**config.mk**
```make
export PLATFORM = sky130hd
export DESIGN_NAME = seq_piso_serializer
export DESIGN_NICKNAME = d
export VERILOG_FILES = /design/src/rtl/seq_piso_serializer.sv
export SDC_FILE = /design/constraint.sdc
export NUM_CORES = 1
export LEC_CHECK = 0
export ABC_AREA = 1
export BUFFER_PORTS_ARGS = -buffer_cell sky130_fd_sc_hd__buf_4
export CAP_MARGIN = 40
export CORE_MARGIN = 3
export CORE_UTILIZATION = 35
export DETAILED_ROUTE_END_ITERATION = 10
export HOLD_SLACK_MARGIN = 0.12
export PLACE_DENSITY_LB_ADDON = 0.15
export RECOVER_POWER = 100
export SETUP_SLACK_MARGIN = 0.5
export SLEW_MARGIN = 20
export SYNTH_ARGS = -nofsm -noshare
export SYNTH_HDL_FRONTEND = slang
export SYNTH_SLANG_ARGS = --single-unit
```
**constraint.sdc**
```tcl
create_clock -name clk -period 1.8 [get_ports clk]
set_input_delay 0.09 -clock clk [delete_from_list [all_inputs] [get_ports clk]]
set_output_delay 0.09 -clock clk [all_outputs]
set_load 0.005 [all_outputs]
```
**src/rtl/seq_piso_serializer.sv**
```systemverilog
// seq_piso_serializer
//   Parallel-in / serial-out stage feeding the Moore sequence detector.
//   Words arrive over a valid/ready handshake and leave one bit per clock
//   on ser_out. A word can be reloaded on the edge that ends the previous
//   word's last bit, so back-to-back words form an unbroken bit stream.
//   While stall is high the stream freezes without losing any bits.
//
// Parameters
//   WIDTH      word width in bits (2..32)
//   MSB_FIRST  1: bit WIDTH-1 is sent first, 0: bit 0 is sent first
//   IDLE_BIT   level driven on ser_out when no word is being shifted
//
// Ports
//   clk         clock, rising edge
//   rst         synchronous reset, active low
//   load_valid  load_data holds a word to serialize
//   load_data   word to serialize, sampled only on an accepting edge
//   load_ready  a word can be accepted this cycle
//   stall       freezes shifting while high
//   ser_out     serial bit stream
//   ser_valid   ser_out carries a data bit this cycle
//   busy        a word is in flight
//   done        high while the last bit of a word is presented
//
// state | meaning
// ------+-----------------------------------------------------------
// IDLE  | no word in flight, ser_out = IDLE_BIT
// SHIFT | presenting bit cnt of the current word (send order)
module seq_piso_serializer #(
    parameter int WIDTH     = 8,
    parameter bit MSB_FIRST = 1'b1,
    parameter bit IDLE_BIT  = 1'b0
) (
    input  logic             clk,
    input  logic             rst,
    input  logic             load_valid,
    input  logic [WIDTH-1:0] load_data,
    output logic             load_ready,
    input  logic             stall,
    output logic             ser_out,
    output logic             ser_valid,
    output logic             busy,
    output logic             done
);

    localparam int CW = (WIDTH > 1) ? $clog2(WIDTH) : 1;
    localparam logic [CW-1:0] LAST = CW'(WIDTH - 1);

    typedef enum logic {
        IDLE  = 1'b0,
        SHIFT = 1'b1
    } state_t;

    state_t           state;
    logic [CW-1:0]    cnt;
    logic [WIDTH-1:0] shreg;
    logic             at_last;
    logic             accept;

    assign at_last    = (state == SHIFT) && (cnt == LAST);
    // The reload slot is the edge that retires the last bit, which is what
    // keeps consecutive words gapless.
    assign load_ready = rst && !stall && ((state == IDLE) || at_last);
    assign accept     = load_valid && load_ready;

    always_ff @(posedge clk) begin
        if (!rst) begin
            state <= IDLE;
            cnt   <= '0;
            shreg <= '0;
        end else if (accept) begin
            shreg <= load_data;
            cnt   <= '0;
            state <= SHIFT;
        end else if ((state == SHIFT) && !stall) begin
            if (cnt == LAST) begin
                state <= IDLE;
            end else begin
                if (MSB_FIRST)
                    shreg <= {shreg[WIDTH-2:0], 1'b0};
                else
                    shreg <= {1'b0, shreg[WIDTH-1:1]};
                cnt <= cnt + CW'(1);
            end
        end
    end

    // Outputs come from registered state only; stall merely masks the
    // qualifiers, so ser_out keeps showing the held bit during a stall.
    assign busy      = (state == SHIFT);
    assign ser_valid = busy && !stall;
    assign done      = ser_valid && (cnt == LAST);
    assign ser_out   = !busy ? IDLE_BIT :
                       (MSB_FIRST ? shreg[WIDTH-1] : shreg[0]);

endmodule

```
==> metrics <==
status=completed; antenna diode instance count=0; Endpoint, Worst Hold=shreg[5]; count of unresolved DRC violations after routing=0; Final TNS setup=0 ps; initial antenna violation count=0; Synth cell types=19; routability congestion estimate from global placement=approximately 0.74; number of global-route vias before repair=a little under 700; DR WL met3=100 um; Yosys reg bits=12; Req. time, crit path=1710 ps; total routing usage reported by global routing=0.1489; final max-slew violation count=0; TritonCTS clock tree=done; Worst EP arrival=1450 ps; Antenna Violating Nets Remaining=0; Worst R2R End=cnt[1]; final net count=138; cell area after synthesis=between 600 and 700 um2; proportion of layout cells with a drive suffix above 1=0.3852; hold violation total from the final report=0; width of the die=50.38 um; WHS=138.7 ps; clk root buf=clkbuf_4; most common library cell in the layout ignoring fill and taps=buf_4; global-route wire length before repair=2.849 mm; wire length reported by the detailed router=around 1.8 mm; depth of the worst hold-timing path=3; standard cell core area=1802 um2; Ys Warns=0; average vias per placed instance=5.204; unrepaired setup endpoints after global routing=true; placed wire-length estimate=1.072 mm; final setup slack of the worst path=263.7 ps; logic depth of the worst register-to-register path=8; wire length on met1=812 um; starting DRC count in detailed routing=18; worst setup slack before clock tree synthesis=303.2 ps; syn_area_per_cell=7.257 um2; max-capacitance violation count=0; launch point of the worst hold path=rst; maximum number of pins on one net before global-route repair=13; clock slew at reported path FFs=70 ps; crit path max fanout=5; leakage power of the design=roughly 0.45 nW; uppermost layer routed=met4; clock latency of the later-clocked register in the worst-skew pair=270 ps; kind of path behind the tightest hold check=primary input to flip-flop; Num Clock Sinks=12; Top Ports=17; syn nets=109; kind of end point of the critical path=output port; overall die area=2538 um2; worst clock skew on the final layout=10.89 ps; Util after Layout=0.5688; leftover overflow at the end of global routing=0; min cycle time layout=approximately 1500 ps; Vert. Die Dim=50.38 um; length of routed met2 wiring=856 um; remaining max-slew budget at the tightest pin=0.7715; via count of the routed design=765; measured slew at the worst slew-check pin=342.0 ps; maximum clock frequency=0.6509 GHz; fraction of the cycle the final worst path needs=0.8535; post-synthesis to final-layout area growth=48.64%; drt pass-1 iters=4; power density of the placed cells=542.4 nW/um2; commonest cells after routing, fill and taps aside=buf_4, nand2_1, nand4_1; CTS Buf Count=3; startpoint-to-endpoint class of the critical path=flip-flop to output port; worst-case clock buffer depth=2; Fillers=191; number of failing setup endpoints in the final timing report=0; reg-to-reg setup timing slack=310 ps; reg-to-reg startpoint=cnt[0]; worst-case vdd ir drop=346.6 uV; Mapped Cells=95; Port-buffer cells=16; average routed wire per standard cell=about 12 um; H-tree levels=1; Site Rows=15; kind of start point of the critical path=flip-flop; portion of the post-synthesis area used by sequential elements=0.3485; starting utilization of the core area=0.3826
==> report_power, final <==
| part | switching, mW | internal, mW | total (mW) |
|---|---|---|---|
| Clock | 0.0799 | 0.0772 | 0.157 |
| Combinational | 0.0593 | 0.0538 | 0.113 |
| Sequential | 0.00887 | 0.277 | 0.285 |
==> registers in the layout, summed over array words and instances, names as in the netlist <==
register / count
shreg: 8
busy: 1
cnt: 3
==> layout make-up <==
| class | instances | area (um2) | area share |
|---|---|---|---|
| repair buffers | 27 | 215.2 | 0.2100 |
| flip-flops and latches | 12 | 241.5 | 0.2357 |
| multi-input cells | 68 | 464.2 | 0.4530 |
| well taps | 25 | 31.28 | 0.03053 |
| clock buffers | 3 | 22.52 | 0.02198 |
| inverters | 12 | 50.05 | 0.04884 |
==> worst max-delay path, cell delays in order, from the launching register on <==
cell and delay, ps:
dfxtp_1 320, ha_1 230, ha_4 180, inv_6 70
nand2_8 60, and2_0 210, buf_6 130
==> per-stage QoR <==
step / power [mW] / cells / area, um2
6_report: 0.5558 / 147 / 1025
5_1_grt: 0.5936 / 147 / 1025
4_1_cts: 0.5542 / 144 / 980.9
3_5_place_dp: 0.3744 / 132 / 822.0
3_3_place_gp: 0.3739 / 132 / 822.0
2_1_floorplan: 0.3416 / 95 / 698.2
==> logic make-up after synthesis <==
family | Yosys count | synth area share
simple gates | 51 | 0.4011
buf+inv | 17 | 0.1143
compound gates | 12 | 0.08710
flops | 12 | 0.3485
fa+ha+maj | 2 | 0.03629
xor+xnor | 1 | 0.01271
==> synthesized netlist by cell type <==
master / count / share of area
a21oi_1: 11 / 0.080
nand4_1: 14 / 0.13
inv_1: 8 / 0.044
nand2_4: 1 / 0.016
o21ai_0: 1 / 0.0073
nand3_4: 1 / 0.025
buf_4: 2 / 0.022
ha_1: 2 / 0.036
and2_1: 1 / 0.0091
dfxtp_1: 12 / 0.35
nand2_1: 18 / 0.098
inv_2: 4 / 0.022
buf_6: 1 / 0.016
clkbuf_1: 2 / 0.011
nor2_1: 2 / 0.011
nand3_1: 11 / 0.080
nand2_2: 2 / 0.018
nor2_4: 1 / 0.016
xor2_1: 1 / 0.013
==> how the worst max path moves through the flow <==
stage          startpoint    endpoint  slack (ps)  cells past startpoint
5_1_grt            cnt[0]  load_ready         180                      6
6_report           cnt[0]  load_ready         260                      6
3_5_place_dp       cnt[0]    shreg[3]         300                      8
3_3_place_gp       cnt[0]    shreg[3]         330                      8
4_1_cts            cnt[1]  load_ready         360                      6
2_1_floorplan      cnt[0]    shreg[0]         500                      8
==> routing by layer <==
layer	up-vias	GRT usage
met2	23	0.2130
li1	390	-
met1	348	0.1927
met3	4	0.03858
met4	0	0.1031
met5	-	0
==> repair_timing <==
action / CTS / global route
hold buffers: 2 / 0
setup buffers: 5 / 3
endpoints found under the setup margin: 14 / 14
gates resized for setup: 12 / 14
gates cloned: 2 / 0
hold endpoints to repair: 4 / 0
pin swaps: 1 / 4
(Power assumes the default switching activity.)
